<file path="src/rtl/uart_pkg.sv">
// Shared types and helpers for the parametrised UART receiver.
// Parity encodings, FSM states and width helpers.
package uart_pkg;

   localparam int PARITY_NONE = 0;
   localparam int PARITY_EVEN = 1;
   localparam int PARITY_ODD  = 2;

   typedef enum logic [2:0] {
      IDLE,
      START,
      DATA,
      PARITY,
      STOP,
      BREAK
   } state_e;

   function automatic int cnt_width(input int clks);
      return $clog2(clks);
   endfunction

   function automatic int idx_width(input int bits);
      return $clog2(bits);
   endfunction

endpackage

</file>
<file path="src/rtl/uart_bit_timer.sv">
// Enabled-tick counter for the UART receiver.
// Load restarts the count; sample fires after a half or full bit period.
module uart_bit_timer
   import uart_pkg::*;
#(
   parameter int CLKS_PER_BIT = 16
) (
   input  logic clk_i,
   input  logic rst_i,
   input  logic en_i,
   input  logic load_i,
   input  logic half_i,
   output logic sample_o
);
   localparam int CW = cnt_width(CLKS_PER_BIT);
   localparam logic [CW-1:0] HALF_LAST = CW'(CLKS_PER_BIT / 2 - 1);
   localparam logic [CW-1:0] FULL_LAST = CW'(CLKS_PER_BIT - 1);

   logic [CW-1:0] cnt_q;
   logic          half_q;

   always_ff @(posedge clk_i or posedge rst_i) begin
      if (rst_i) begin
         cnt_q  <= '0;
         half_q <= 1'b0;
      end else if (en_i) begin
         if (load_i) begin
            cnt_q  <= '0;
            half_q <= half_i;
         end else begin
            cnt_q <= cnt_q + 1'b1;
         end
      end
   end

   assign sample_o = (cnt_q == (half_q ? HALF_LAST : FULL_LAST));

endmodule

</file>
<file path="src/rtl/uart_rx_param.sv">
// Parametrised UART receiver with glitch rejection and error flags.
// Received words are held in a valid/ready register with overrun detect.
module uart_rx_param
   import uart_pkg::*;
#(
   parameter int DATA_BITS    = 8,
   parameter int CLKS_PER_BIT = 16,
   parameter int PARITY_MODE  = PARITY_NONE,
   parameter int STOP_BITS    = 1
) (
   input  logic                 CLKIN,
   input  logic                 RESET,
   input  logic                 clock_enable,
   input  logic                 rx,
   input  logic                 ready,
   output logic [DATA_BITS-1:0] data,
   output logic                 valid,
   output logic                 parity_err,
   output logic                 frame_err,
   output logic                 overrun
);
   localparam int IW = idx_width(DATA_BITS);
   localparam logic [IW-1:0] IDX_LAST = IW'(DATA_BITS - 1);
   localparam logic ODD      = (PARITY_MODE == PARITY_ODD);
   localparam logic HAS_PAR  = (PARITY_MODE != PARITY_NONE);
   localparam logic ONE_STOP = (STOP_BITS == 1);

   state_e               state_q;
   logic [1:0]           sync_q;
   logic [IW-1:0]        idx_q;
   logic                 stop_q;
   logic [DATA_BITS-1:0] shift_q;
   logic                 perr_q;
   logic [DATA_BITS-1:0] data_q;
   logic                 valid_q;
   logic                 perr_out_q;
   logic                 ferr_q;
   logic                 ovr_q;

   logic rs;
   logic sample;
   logic tmr_load;
   logic tmr_half;
   logic stop_last;
   logic deliver;

   assign rs = sync_q[1];

   uart_bit_timer #(
      .CLKS_PER_BIT(CLKS_PER_BIT)
   ) u_timer (
      .clk_i   (CLKIN),
      .rst_i   (RESET),
      .en_i    (clock_enable),
      .load_i  (tmr_load),
      .half_i  (tmr_half),
      .sample_o(sample)
   );

   // Timer restarts on start detection (half period) and on every sample.
   always_comb begin
      tmr_load = 1'b0;
      tmr_half = 1'b0;
      if (state_q == IDLE) begin
         tmr_load = !rs;
         tmr_half = 1'b1;
      end else begin
         tmr_load = sample;
      end
   end

   assign stop_last = ONE_STOP || stop_q;
   assign deliver   = (state_q == STOP) && sample && rs && stop_last;

   always_ff @(posedge CLKIN or posedge RESET) begin
      if (RESET) begin
         state_q    <= IDLE;
         sync_q     <= 2'b11;
         idx_q      <= '0;
         stop_q     <= 1'b0;
         shift_q    <= '0;
         perr_q     <= 1'b0;
         data_q     <= '0;
         valid_q    <= 1'b0;
         perr_out_q <= 1'b0;
         ferr_q     <= 1'b0;
         ovr_q      <= 1'b0;
      end else if (clock_enable) begin
         sync_q <= {sync_q[0], rx};
         ferr_q <= 1'b0;
         ovr_q  <= 1'b0;

         unique case (state_q)
            IDLE: begin
               if (!rs) state_q <= START;
            end
            START: begin
               if (sample) begin
                  if (rs) begin
                     state_q <= IDLE;
                  end else begin
                     state_q <= DATA;
                     idx_q   <= '0;
                     perr_q  <= 1'b0;
                  end
               end
            end
            DATA: begin
               if (sample) begin
                  shift_q[idx_q] <= rs;
                  if (idx_q == IDX_LAST) begin
                     state_q <= HAS_PAR ? PARITY : STOP;
                     stop_q  <= 1'b0;
                  end else begin
                     idx_q <= idx_q + 1'b1;
                  end
               end
            end
            PARITY: begin
               if (sample) begin
                  perr_q  <= (^shift_q) ^ rs ^ ODD;
                  state_q <= STOP;
               end
            end
            STOP: begin
               if (sample) begin
                  if (!rs) begin
                     ferr_q  <= 1'b1;
                     state_q <= BREAK;
                  end else if (stop_last) begin
                     state_q <= IDLE;
                  end else begin
                     stop_q <= 1'b1;
                  end
               end
            end
            BREAK: begin
               if (rs) state_q <= IDLE;
            end
            default: state_q <= IDLE;
         endcase

         // A consumed word frees the register for a same-tick delivery.
         if (deliver) begin
            if (!valid_q || ready) begin
               data_q     <= shift_q;
               perr_out_q <= perr_q;
               valid_q    <= 1'b1;
            end else begin
               ovr_q <= 1'b1;
            end
         end else if (valid_q && ready) begin
            valid_q <= 1'b0;
         end
      end
   end

   assign data       = data_q;
   assign valid      = valid_q;
   assign parity_err = perr_out_q;
   assign frame_err  = ferr_q;
   assign overrun    = ovr_q;

endmodule

</file>
<file path="config.mk">
export PLATFORM = sky130hd
export DESIGN_NAME = uart_rx_param
export DESIGN_NICKNAME = d
export VERILOG_FILES = /design/src/rtl/uart_pkg.sv /design/src/rtl/uart_bit_timer.sv /design/src/rtl/uart_rx_param.sv
export SDC_FILE = /design/constraint.sdc
export NUM_CORES = 1
export LEC_CHECK = 0
export CAP_MARGIN = 0
export CORE_ASPECT_RATIO = 0.75
export CORE_UTILIZATION = 40
export DETAILED_ROUTE_END_ITERATION = 10
export PLACE_DENSITY = 0.6
export REMOVE_ABC_BUFFERS = 1
export SKIP_CTS_REPAIR_TIMING = 1
export SLEW_MARGIN = 5
export SYNTH_ARGS = -nofsm -noshare
export SYNTH_HDL_FRONTEND = slang
export SYNTH_SLANG_ARGS = --single-unit
</file>
<file path="constraint.sdc">
create_clock -name CLKIN -period 2.33 [get_ports CLKIN]
set_input_delay 0.233 -clock CLKIN [delete_from_list [all_inputs] [get_ports CLKIN]]
set_output_delay 0.233 -clock CLKIN [all_outputs]
set_load 0.02 [all_outputs]
</file>
Word-level counts from Yosys, hierarchy flattened. Index checks and enable logic that the tools add are counted. W data, S select, Z words.

Register bits after elaboration: 34. Input bits: 5. Output and inout port bits: 12. Word-level logic and storage cells: 87.

$add $sub $neg: 2. Magnitude comparators: 2. Equal/unequal tests: 17. Multiplexer cells: 34. Bitwise gates (word level): 1. Reductions and logical operators: 19.

Operators by type and width (number): $mux W3 (12); $ne A2 B2 Y1 const B (9); $pmux W3 S6 (1); $mux W1 (14); $eq A3 B3 Y1 const B (3); $reduce_and A3 Y1 (3); $bwmux W8 (1); $mux W4 (2); $reduce_and A8 Y1 (1); $reduce_xor A8 Y1 (1); $eq A3 B2 Y1 const B (2); $pmux W3 S2 (1); $reduce_and A6 Y1 (1); $reduce_bool A2 Y1 (3); $reduce_and A5 Y1 (1); $add A4 B1 Y4 const B (1); $eq A4 B4 Y1 (1); $logic_and A1 B1 Y1 (4); $lt A3 B4 Y1 const B (1); $add A3 B1 Y3 const B (1); $demux W1 S3 (1); $eq A3 B1 Y1 const B (1); $ge A3 B1 Y1 const B (1); $logic_not A3 Y1 (1); 7 further kinds (8).

Depth between registers and ports, before layout. Gate-level depths: netlist (run 1).

Depth in word-level cells: 6. Gate-level depth with buffers: 6. Mapped depth without buffers: 6.

Hierarchy. Synthesis (run 1) repeated with hierarchy kept, for this count alone.

Cells, all modules: 144. Area total of the unflattened synthesis: 1697.9 um^2.

Modules (own cells, without submodules): uart_rx_param (times used 1, cells each 120, area each 1433.9 um^2, sequential area each 728.2 um^2); uart_bit_timer (times used 1, cells each 24, area each 264.0 um^2, sequential area each 125.1 um^2).

Worst setup path before layout (run 1). Ideal clock, no wire load.

Path kind: register -> register. Start point: reg state_q[2]. End point: reg shift_q[4]. Library setup time: 0.127 ns. Data arrival time: 1.557 ns. Data required time: 2.203 ns. Slack: 0.645 ns. Stages on the path, launching flop included: 6. Buffers on the path: 1. Period minus slack after synthesis: 1.685 ns. Cell sequence: dfrtp_1 -> buf_6 -> or3b_4 -> nor4_2 -> nand3_1 -> mux2_1.

Longest elaborated chain between the ends: 2.

Ends and longest elaborated chain: start, declared (line uart_rx_param.sv:28) `state_e state_q;`; start signal, assigned (line uart_rx_param.sv:112) `state_q <= HAS_PAR ? PARITY : STOP;`; $eq A3 B2 Y1 (line uart_rx_param.sv:93) `unique case (state_q)`; $reduce_and A3 Y1 (no source line); end signal, assigned by index (line uart_rx_param.sv:110) `shift_q[idx_q] <= rs;`; end, declared (line uart_rx_param.sv:32) `logic [DATA_BITS-1:0] shift_q;`.

No other way between the ends. A chain may end at the register's enable or synchronous reset.

Worst setup path in the final report (run 1).
Start point: reg state_q[1]. End point: reg shift_q[4].

The elaborated chain is that of the path after synthesis.

==> results of run 1 <==
[placed cells by master (no fill, tap or decap), types with 2 or more instances in the layout]
master,n
a21oi_1,2
or3_1,2
nand3_1,8
dfrtp_1,32
a21o_1,2
o22ai_1,4
ha_1,3
bufinv_16,2
mux2_1,18
nand2_1,11
and3_1,2
clkdlybuf4s50_1,16
o21ai_1,5
mux2i_1,2
nand4_1,3
nor2_1,5
buf_4,4
dfstp_2,2
inv_1,9
clkbuf_8,6
xnor2_1,7
nor3_1,6
[kinds of logic after synthesis]
group           synth area share
compound gates           0.09642
flops                     0.4871
mux                       0.1336
fa+ha+maj                0.02143
simple gates              0.1564
xor+xnor                 0.05715
buf+inv                  0.04785
[per-stage QoR]
| stage | worst slack (ns) | instance area, µm² |
|---|---|---|
| floorplan | 0.3872 | 1705 |
| global placement | 0.3838 | 1964 |
| detailed placement | 0.3578 | 1964 |
| CTS | 0.4001 | 2107 |
| global route | 0.2876 | 2107 |
| finish | 0.3825 | 2107 |
[sequential cells by signal, summed over array words and instances (netlist names)]
| name | flops |
|---|---|
| data | 8 |
| shift_q | 8 |
| u_timer.cnt_q | 4 |
| idx_q | 3 |
| state_q | 3 |
| sync_q | 2 |
| frame_err | 1 |
| overrun | 1 |
| parity_err | 1 |
| perr_q | 1 |
| u_timer.half_q | 1 |
| valid | 1 |
[final cells by class]
class | count | area (µm²)
inverters | 10 | 37.54
repair buffers | 20 | 190.2
multi-input cells | 104 | 814.5
flip-flops and latches | 34 | 853.3
fillers | 378 | 2022
clock buffers | 6 | 82.58
well taps | 55 | 68.82
clock inverters | 2 | 60.06
[path summary, 6_finish.rpt]
check                                  startpoint                      endpoint  slack, ns  cells past startpoint
setup / recovery           state_q[1]$_DFFE_PP0P_        shift_q[4]$_DFFE_PP0P_       0.38                      4
hold / removal                              RESET  u_timer.cnt_q[0]$_DFFE_PP0P_       0.34                      3
setup reg to reg           state_q[1]$_DFFE_PP0P_        shift_q[4]$_DFFE_PP0P_       0.38                      4
hold reg to reg               data[5]$_DFFE_PP0P_           data[5]$_DFFE_PP0P_       0.48                      1
max in group asynchronous                   RESET         sync_q[1]$_DFFE_PP1P_       1.65                      3
min in group CLKIN            data[5]$_DFFE_PP0P_           data[5]$_DFFE_PP0P_       0.48                      1
[where the power goes]
group / switching (mW) / internal, mW / leakage [nW]
logic: 0.240 / 0.220 / 0.429
registers: 0.151 / 0.679 / 0.443
clock network: 0.217 / 0.456 / 0.0714
[metal layers]
layer	vias to the layer above	global-route usage
met5	-	0
met4	0	0.08730
met3	5	0.05077
met2	24	0.2419
met1	607	0.2174
li1	598	-
[worst max-delay path, delay by kind of cell, from the launching register on]
family        cells  cell delay [ns]
mux               1             0.33
flops             1             0.58
simple gates      3             0.91
==> results.yml, run 1 <==
floorplanning:
  die_height_um: 59.31
  core_area_um2: 4129
  std_cell_rows: 20
  start_util: 0.4242
  die_w_um: 78.41
  die_area_um2: 4651
  ios: 17
yosys:
  syn_area_um2: 1752
  synthTopCellsByCount: "dfrtp_1 (32), mux2_1 (18), nand2_1 (11)"
  async_flop_share: 1.000
  ys_warn_count: 0
  synth_top_cells_by_area: "dfrtp_1 (46%), mux2_1 (12%), xnor2_1 (3.5%)"
  syn_inst: 155
  synth.largest_area_cell: "dfrtp_1"
  ys_types: 47
  synthFlopType: "dfrtp_1"
  synth-seq-cells: 34
  seq_area_frac_synth: 0.4871
  synth_top_area_frac: 0.4571
  avgSynthCellArea_um2: 11.30
  synth.most_common_cell: "dfrtp_1"
  synth-edff-count: 0
detailed_routing:
  met1_length_mm: 1.612
  wl_per_cell_um: 14.15
  highest_layer: "met4"
  wl_met3_um: 121
  met2WireLength_mm: 1.461
  vias_per_cell: 5.342
  drc: 0
  routed_wl_mm: 3.268
  dr.pass1.iters: 4
  drtAntennaViolNets: 0
  drt_iter0_markers: 38
  vias: 1234
final_layout:
  drive_above_1_share: 0.1364
  nNetsFinal: 183
  final_util: 0.5103
  syn_to_final_growth_pct: 20.29
  n_antenna_cell: 0
  fin_cells: 231
sta:
  max_clock_freq_mhz: 513.5
  final.setup_skew_ns: 0.005028
  holdWs_ns: 0.3427
  worst_pin_slew_ns: 0.5089
  period_share: 0.8358
  rsz0062_at_grt: "no"
  setup_viol: 0
  fin_crit_ns: 1.947
  tns_ns: 0
  drv_slew: 0
  maxSlewHeadroom: 0.6576
  hold_violations: 0
grt:
  antenna_found_initial: 0
  grt.total_usage: 0.1638
  grt_pass1_wl_mm: 5.616
  gr-total-overflow: 0
  grt_max_degree: 35
  grt_pass1_vias: 1198
clocking:
  cts_max_level: 2
  insertion_delay_ns: 0.29
  cts_tree: "yes"
  root_buffer: "clkbuf_8"
  cts_buffer_depth: 2
  clk_pin_slew_ns: 0.07
  cts.sinks: 34
  cts_buffers: 5
setup_path:
  crit_required_ns: 2.50
  crit_type: "flop to flop"
  cp_slowest_cell: "dfrtp_1"
  slowest_delay_ns: 0.58
  cp-end-kind: "flop"
  crit_chain: "or3b_4 -> nor4_2 -> nand3_1 -> mux2_1"
  critPathLaunchType: "flop"
  crit_arrival_ns: 2.12
  critical_path.max_fanout: 14
hold_path:
  hp-class: "input pin to asynchronous set/reset pin"
power:
  power.leakage_nw: 0.9430
  ir_worst_vdd_mv: 0.3665
  cellPowerDensity_nw_per_um2: 932.0
  p_total_mw: 1.964
place:
  portBuffers: 16
  dp.cells: 223
  globalplace.congestion: 0.8207
  dp_hpwl_mm: 2.337
run_status:
  outcome: "finished, final reports clean"
job:
  drv_cap: 0
Note: power is estimated with default switching activity, not from simulation.
==> inputs of run 2 (changes only) <==
==> constraint.sdc (replaced) <==
create_clock -name CLKIN -period 2 [get_ports CLKIN]
set_input_delay 0.2 -clock CLKIN [delete_from_list [all_inputs] [get_ports CLKIN]]
set_output_delay 0.2 -clock CLKIN [all_outputs]
set_load 0.02 [all_outputs]
==> results.yml, run 2 (same netlist as run 1, synthesis figures left out) <==
detailed_routing:
  vias: 1248
  wl_per_cell_um: 14.29
  drc: 0
  drt_iter0_markers: 107
  dr.pass1.iters: 4
  routed_wl_mm: 3.416
  vias_per_cell: 5.222
  drtAntennaViolNets: 0
final_layout:
  final_common_cell: "dfrtp_1"
  layout_common_cells: "dfrtp_1 (32), mux2_1 (18), clkdlybuf4s50_1 (16), buf_4 (12), nand2_1 (11)"
  n_antenna_cell: 0
  final_area_um2: 2141
  drive_above_1_share: 0.1685
  fin_cells: 239
  nNetsFinal: 191
  syn_to_final_growth_pct: 22.21
  final_util: 0.5185
setup_path:
  cp_slowest_cell: "dfrtp_1"
  path_buf_inv: 1
  crit_chain: "buf_4 -> nor3b_2 -> nand4_1 -> nor3_1 -> mux2_1"
  slowest_delay_ns: 0.45
  cp-end-kind: "flop"
  critical_path.max_fanout: 6
  crit_arrival_ns: 2.06
  crit_start: "state_q[0]$_DFFE_PP0P_"
  path_delay_family: "simple AND/OR/NAND/NOR gates"
  reg2reg_from: "state_q[0]$_DFFE_PP0P_"
  crit_required_ns: 2.17
  crit_type: "flop to flop"
  critPathLaunchType: "flop"
clocking:
  cts_max_level: 2
  cts.sinks: 34
  cts_buffers: 5
  cts_tree: "yes"
  root_buffer: "clkbuf_8"
  cts_buffer_depth: 2
  insertion_delay_ns: 0.29
  clk_pin_slew_ns: 0.07
power:
  power.leakage_nw: 0.9696
  ir_worst_vdd_mv: 0.3181
  p_total_mw: 2.206
  cellPowerDensity_nw_per_um2: 1030
grt:
  grt_pass1_vias: 1245
  gr-total-overflow: 0
  grt_pass1_wl_mm: 6.141
  grt_max_degree: 35
  antenna_found_initial: 0
  grt.total_usage: 0.1817
run_status:
  outcome: "finished, final reports clean"
hold_path:
  hp-class: "input pin to asynchronous set/reset pin"
job:
  drv_cap: 0
sta:
  hold_violations: 0
  final.setup_skew_ns: 0.009669
  maxSlewHeadroom: 0.6344
  fin_crit_ns: 1.889
  max_clock_freq_mhz: 529.4
  timing.final.ws_setup_ns: 0.1111
  holdWs_ns: 0.3008
  setup_viol: 0
  worst_pin_slew_ns: 0.5434
  rsz0062_at_grt: "yes"
  period_share: 0.9445
  drv_slew: 0
  tns_ns: 0
floorplanning:
  die_area_um2: 4651
  ios: 17
  std_cell_rows: 20
  die_height_um: 59.31
  core_area_um2: 4129
  start_util: 0.4242
  die_w_um: 78.41
place:
  pre_cts_ws_ns: 0.06931
  place_area_um2: 2017
  portBuffers: 16
  dp.cells: 230
  dp_hpwl_mm: 2.537
  globalplace.congestion: 0.8686
-- run 2: cell count changes in the layout (fill, tap and decap cells not counted) --
| cell | delta |
|---|---|
| clkbuf_1 | +1 |
| buf_4 | +8 |
| bufinv_16 | -1 |
-- run 2: worst reg2reg max path, stage by stage (launching register included) --
cell and delay (ns):
dfrtp_1 0.45, buf_4 0.18, nor3b_2 0.29, nand4_1 0.24, nor3_1 0.24, mux2_1 0.36
-- run 2: layer usage --
layer | global-route usage | vias up | part of all wire
met1 | 0.2534 | 595 | 0.51
met5 | 0 | - | 0
met2 | 0.2556 | 32 | 0.42
met3 | 0.06154 | 8 | 0.049
met4 | 0.08201 | 0 | 0.022
li1 | - | 613 | -
-- run 2: path summary, 6_finish.rpt --
path,cells after the start,slack [ns],endpoint
max,5,0.11,shift_q[5]$_DFFE_PP0P_
min,3,0.30,frame_err$_DFFE_PP0P_
max reg2reg,5,0.11,shift_q[5]$_DFFE_PP0P_
min reg2reg,2,0.48,sync_q[1]$_DFFE_PP1P_
max in group asynchronous,3,1.37,sync_q[1]$_DFFE_PP1P_
min in group CLKIN,2,0.48,sync_q[1]$_DFFE_PP1P_
-- run 2: area by class of cell --
class | count | area (µm²)
timing repair buffer | 28 | 250.2
clock buffer | 7 | 86.33
fill | 360 | 1988
multi-input combinational | 104 | 814.5
clock inverter | 1 | 30.03
inverter | 10 | 37.54
tap | 55 | 68.82
sequential | 34 | 853.3
-- run 2: where the power goes --
part           switching, mW  total, mW  internal (mW)
Clock                  0.241      0.647          0.406
Combinational          0.327      0.621          0.294
Sequential             0.146      0.938          0.792
Total                  0.714       2.21           1.49
==> variant 1, RTL diff (settings of run 1) <==
`CLKS_PER_BIT` is set to 16 in 2 places; all go to 8.
--- a/src/rtl/uart_bit_timer.sv
+++ b/src/rtl/uart_bit_timer.sv
@@ -3,7 +3,7 @@
 module uart_bit_timer
    import uart_pkg::*;
 #(
-   parameter int CLKS_PER_BIT = 16
+   parameter int CLKS_PER_BIT = 8
 ) (
    input  logic clk_i,
    input  logic rst_i,
--- a/src/rtl/uart_rx_param.sv
+++ b/src/rtl/uart_rx_param.sv
@@ -4,7 +4,7 @@
    import uart_pkg::*;
 #(
    parameter int DATA_BITS    = 8,
-   parameter int CLKS_PER_BIT = 16,
+   parameter int CLKS_PER_BIT = 8,
    parameter int PARITY_MODE  = PARITY_NONE,
    parameter int STOP_BITS    = 1
 ) (
Formal check against the unedited RTL: no difference found for any inputs over 10 cycles, from zero or initial values and one cycle with RESET high; that may be too few to reach the edited logic, so the function may still have changed.
==> variant 1 against run 1 <==
Sequential cell count down 1. Synthesized area down 3.1%. Worst setup slack better by 0.054 ns. Clock power down 37%. Wire length down 2.4%. Utilization down 1.3 points. Final area down 4.3%. Hold slack better by 0.011 ns. Power down 22%.
==> variant 1: results (changes against run 1) <==
| Metric | Value |
|---|---|
| Status | `finished clean` |
| Synthesis Warnings | `0 (unchanged)` |
| Synth Area in Compound Gates | `0.0973 (+0.000917)` |
| Layout cells sized above 1 | `0.211 (+0.0742)` |
| Antenna diode count | `0 (unchanged)` |
| Area share of fa/ha/maj cells after synthesis | `0.0221 (+0.000695)` |
| FF-to-FF setup slack | `0.44 ns (+0.05 ns)` |
| Drt pass-1 iters | `4 (unchanged)` |
| Gpl congestion | `0.810 (-1.3%)` |
| Total track usage | `0.159 (-0.00457)` |
| Number of port buffers | `16 (unchanged)` |
| Total CTS buffers | `5 (unchanged)` |
| Post-synthesis xor/xnor area fraction | `0.0538 (-0.00331)` |
| Wire per inst | `14.1 um (-0.23%)` |
| R2R Path Start | `state_q[2]` |
| CTS Buffer Depth | `2 (unchanged)` |
| Initial drt markers | `58 (+53%)` |
| Clock Pin Slew Worst Setup and Hold Paths | `0.06 ns` |
| Pre-CTS setup slack | `0.376 ns (+0.0184 ns)` |
| Initial antenna violation count | `0 (unchanged)` |
| Seq/Total Area, Yosys | `0.488 (+0.00106)` |
| Post-synthesis async set-or-reset flop share | `1.00 (unchanged)` |
| # placed instances | `219 (-1.8%)` |
| Via density | `5.40 (+1.1%)` |
| Largest net degree at the start of global routing | `34 (-2.9%)` |
| Total gr overflow | `0 (unchanged)` |
| Top cells by count, synth | `31 x dfrtp_1, 19 x mux2_2, 10 x nand2_1` |
| Fin Clk Skew | `0.00566 ns (+0.000633 ns)` |
| Measured slew at the worst slew-check pin | `0.432 ns (-0.0773 ns)` |
| Critical Path AT | `2.05 ns (-0.07 ns)` |
| FILL cells | `379 (+0.26%)` |
| Nets | `179 (-2.2%)` |
| Reg2Reg Depth | `5 (+1)` |
| Clock Latency Late Sink | `0.28 ns` |
| CTS HTree Levels | `2 (unchanged)` |
| Hpwl dp | `2250 um (-3.6%)` |
| Max VDD drop | `488 uV (+33%)` |
| Critical Path Fanout Max | `14 (unchanged)` |
| Number of library cell types mapped by synthesis | `39 (-17%)` |
| Via count | `1220 (-1.1%)` |
| Final hold slack | `0.354 ns (+0.0113 ns)` |
| Multiplexer share of the synthesized area | `0.150 (+0.0169)` |
| Min-Delay Path Class | `input port to async pin` |
| Global-route wire length before repair | `5470 um (-2.6%)` |
| Pleak | `0.889 nW (-5.8%)` |
| Largest cells by area after synthesis | `dfrtp_1 46%, mux2_2 13%, dfstp_2 3.1%` |
| R2R Path End | `data[4]` |
| Most common cell in the netlist | `dfrtp_1` |
| Cell count after synthesis | `151 (-2.6%)` |
| Pins Over Slew Limit | `0 (unchanged)` |
| Clock tree root driver cell | `clkbuf_8` |
[variant 1: how the worst max path moves through the flow]
stage,slack [ns],depth (start not counted),to,start
after floorplan,0.42,4,data[0],sync_q[1]
after global placement,0.37,5,idx_q[0],clock_enable
after detailed placement,0.38,6,state_q[0],clock_enable
after CTS,0.44,5,data[4],state_q[2]
after global routing,0.32,5,data[4],state_q[2]
final,0.44,5,data[4],state_q[2]
[variant 1: cell type report]
| class | instances | area share |
|---|---|---|
| clock buffers | 7 | 0.0428 |
| well taps | 55 | 0.0341 |
| repair buffers | 21 | 0.0980 |
| flip-flops and latches | 33 | 0.411 |
| inverters | 6 | 0.0112 |
| multi-input cells | 104 | 0.403 |
[variant 1: worst max-delay path, stage by stage, from the launching register on]
cell and delay [ns]:
dfrtp_1 0.56, nor4bb_1 0.29, nand4_1 0.23, a21oi_2 0.15, buf_4 0.19, mux2_2 0.35
[variant 1: metal layers]
layer  global-route usage  share of wire  wire (um)  vias to the layer above
li1                     -              -          -                      588
met4               0.0647          0.011         34                        0
met5                    0              0          0                        -
met2                0.238           0.44       1400                       29
met3               0.0481          0.041        130                        5
met1                0.218           0.51       1620                      598
[variant 1: per-stage QoR]
stage	instance area, um^2	utilization
6_report	2020	0.498
4_1_cts	2020	0.498
3_3_place_gp	1930	0.476
3_5_place_dp	1930	0.476
5_1_grt	2020	0.498
2_1_floorplan	1660	-
[variant 1: where the power goes]
group / total, W / internal [W] / switching [W]
logic: 0.000362 / 0.000155 / 0.000207
registers: 0.000743 / 0.000641 / 0.000102
clock network: 0.000426 / 0.000234 / 0.000192
==> variant 2, RTL diff (settings of run 1) <==
Without the edit above. Add an input register stage for `rx`, without a reset; this delays it by one clock. The other inputs are not delayed to match.
--- a/src/rtl/uart_rx_param.sv
+++ b/src/rtl/uart_rx_param.sv
@@ -24,6 +24,12 @@
    localparam logic ODD      = (PARITY_MODE == PARITY_ODD);
    localparam logic HAS_PAR  = (PARITY_MODE != PARITY_NONE);
    localparam logic ONE_STOP = (STOP_BITS == 1);
+
+   logic rx_q;
+
+   always_ff @(posedge CLKIN) begin
+      rx_q <= rx;
+   end
 
    state_e               state_q;
    logic [1:0]           sync_q;
@@ -86,7 +92,7 @@
          ferr_q     <= 1'b0;
          ovr_q      <= 1'b0;
       end else if (clock_enable) begin
-         sync_q <= {sync_q[0], rx};
+         sync_q <= {sync_q[0], rx_q};
          ferr_q <= 1'b0;
          ovr_q  <= 1'b0;
 
Behaviour: same outputs for any inputs over 10 cycles, from zero or initial values and one cycle with RESET high; that may be too few to reach the edited logic, so the function may still have changed.
==> variant 2 against run 1 <==
Count of clock-buffer cells in the layout stayed put. Largest power group unchanged. Highest routed layer unchanged. Clock skew about the same. Worst setup slack got worse by 0.19 ns. Power grew 7.0%. Synthesized cell count is 1.3% higher. Wire length increased by 8.7%. Sequential cell count is 1 higher. Non-clock buffer count rose by 5. Final area rose by 2.2%. Synthesized area rose by 1.0%.
==> variant 2: results (changes against run 1) <==
| Metric | Value |
|---|---|
| Fin Clk Skew | `0.00461 ns (-0.000414 ns)` |
| Initial drt markers | `52 (+37%)` |
| Critical Path AT | `2.31 ns (+0.19 ns)` |
| R2R Path Start | `state_q[0]` |
| Layout cells sized above 1 | `0.148 (+0.0112)` |
| Gpl congestion | `0.888 (+8.2%)` |
| Synthesis Warnings | `0 (unchanged)` |
| Largest cells by area after synthesis | `dfrtp_1 45%, mux2_1 11%, xnor2_1 3.5%` |
| Number of library cell types mapped by synthesis | `47 (unchanged)` |
| Critical Path Fanout Max | `9 (-5)` |
| Measured slew at the worst slew-check pin | `0.599 ns (+0.0902 ns)` |
| Min-Delay Path Class | `input port to async pin` |
| Nets | `190 (+3.8%)` |
| Pre-CTS setup slack | `0.154 ns (-0.204 ns)` |
| Via density | `5.26 (-1.6%)` |
| Max VDD drop | `346 uV (-5.7%)` |
| Post-synthesis async set-or-reset flop share | `0.971 (-0.0286)` |
| WL met1 | `1810 um (+13%)` |
| Met3 wire length | `140 um (+16%)` |
| Final hold slack | `0.340 ns (-0.00282 ns)` |
| Met2 usage | `0.282 (+0.0401)` |
| Critical-path top delay cell | `dfrtp_1` |
| Hpwl dp | `2540 um (+8.6%)` |
| Top cells by count, synth | `32 x dfrtp_1, 18 x mux2_1, 10 x inv_1, 10 x nand2_1, 7 x xnor2_1` |
| Vias in the first global route | `1271 (+6.1%)` |
| Reg2Reg Depth | `5 (+1)` |
| Total track usage | `0.181 (+0.0175)` |
| GR Util met3 | `0.0508 (unchanged)` |
| R2R Path End | `shift_q[5]` |
| Met1 Track Usage GR | `0.247 (+0.0296)` |
| Clock Latency Late Sink | `0.29 ns (about the same)` |
| WL met2 | `1550 um (+6.2%)` |
| Number of port buffers | `16 (unchanged)` |
| Number of routed nets with antenna violations | `0 (unchanged)` |
| Seq/Total Area, Yosys | `0.494 (+0.00649)` |
| Status | `finished clean` |
| Routed WL | `3550 um (+8.7%)` |
| Pleak | `0.978 nW (+3.7%)` |
| Max incr delay on CP | `0.47 ns (-0.11 ns)` |
| Global-route wire length before repair | `6260 um (+11%)` |
| Final setup vio count | `0 (unchanged)` |
==> variant 2: changes by cell type in the layout (fill, tap and decap cells not counted), moves of 2 or more <==
cell	run 1	this run
buf_4	4	9
nor3_1	6	1
o21ai_0	1	6
o21ai_1	5	0
nand2b_1	1	5
nand3_1	8	4
a21o_1	2	0
a31oi_1	0	2
mux2i_1	2	4
or2_2	0	2
==> variant 2: metrics by stage <==
step / instance area [um^2] / instances
after global placement: 2040 / 230
after global routing: 2150 / 238
final: 2150 / 238
after detailed placement: 2040 / 230
after floorplan: 1740 / 150
after CTS: 2150 / 238
==> variant 2: area by class of cell <==
cell class	count	area, um^2
fill	380	2000
sequential	35	873
multi-input combinational	105	828
timing repair buffer	25	228
clock buffer	6	82.6
tap	55	68.8
inverter	10	37.5
clock inverter	2	35.0
==> variant 2: power breakdown <==
| group | switching, W | internal, W |
|---|---|---|
| logic | 0.000337 | 0.000323 |
| clock network | 0.000218 | 0.000346 |
| registers | 0.000151 | 0.000726 |
==> variant 2: cell families after synthesis <==
family / synth area share
AO/OA/AOI/OAI: 0.0828
XOR/XNOR: 0.0523
adder cells (fa/ha/maj): 0.0212
buffers and inverters: 0.0382
flip-flops: 0.494
multiplexers: 0.150
AND/OR/NAND/NOR: 0.162
==> variant 2: worst reg2reg max path, delay by kind of cell (launching register included) <==
| family | cells | cell delay, ns |
|---|---|---|
| buf+inv | 1 | 0.22 |
| flops | 1 | 0.47 |
| mux | 1 | 0.36 |
| simple gates | 3 | 0.98 |
==> variant 2: how the worst max path moves through the flow <==
| stage | slack, ns | to |
|---|---|---|
| final | 0.20 | shift_q[5] |
| after global routing | 0.11 | shift_q[5] |
| after CTS | 0.20 | shift_q[5] |
| after detailed placement | 0.15 | data[2] |
| after global placement | 0.22 | data[5] |
| after floorplan | 0.15 | data[3] |
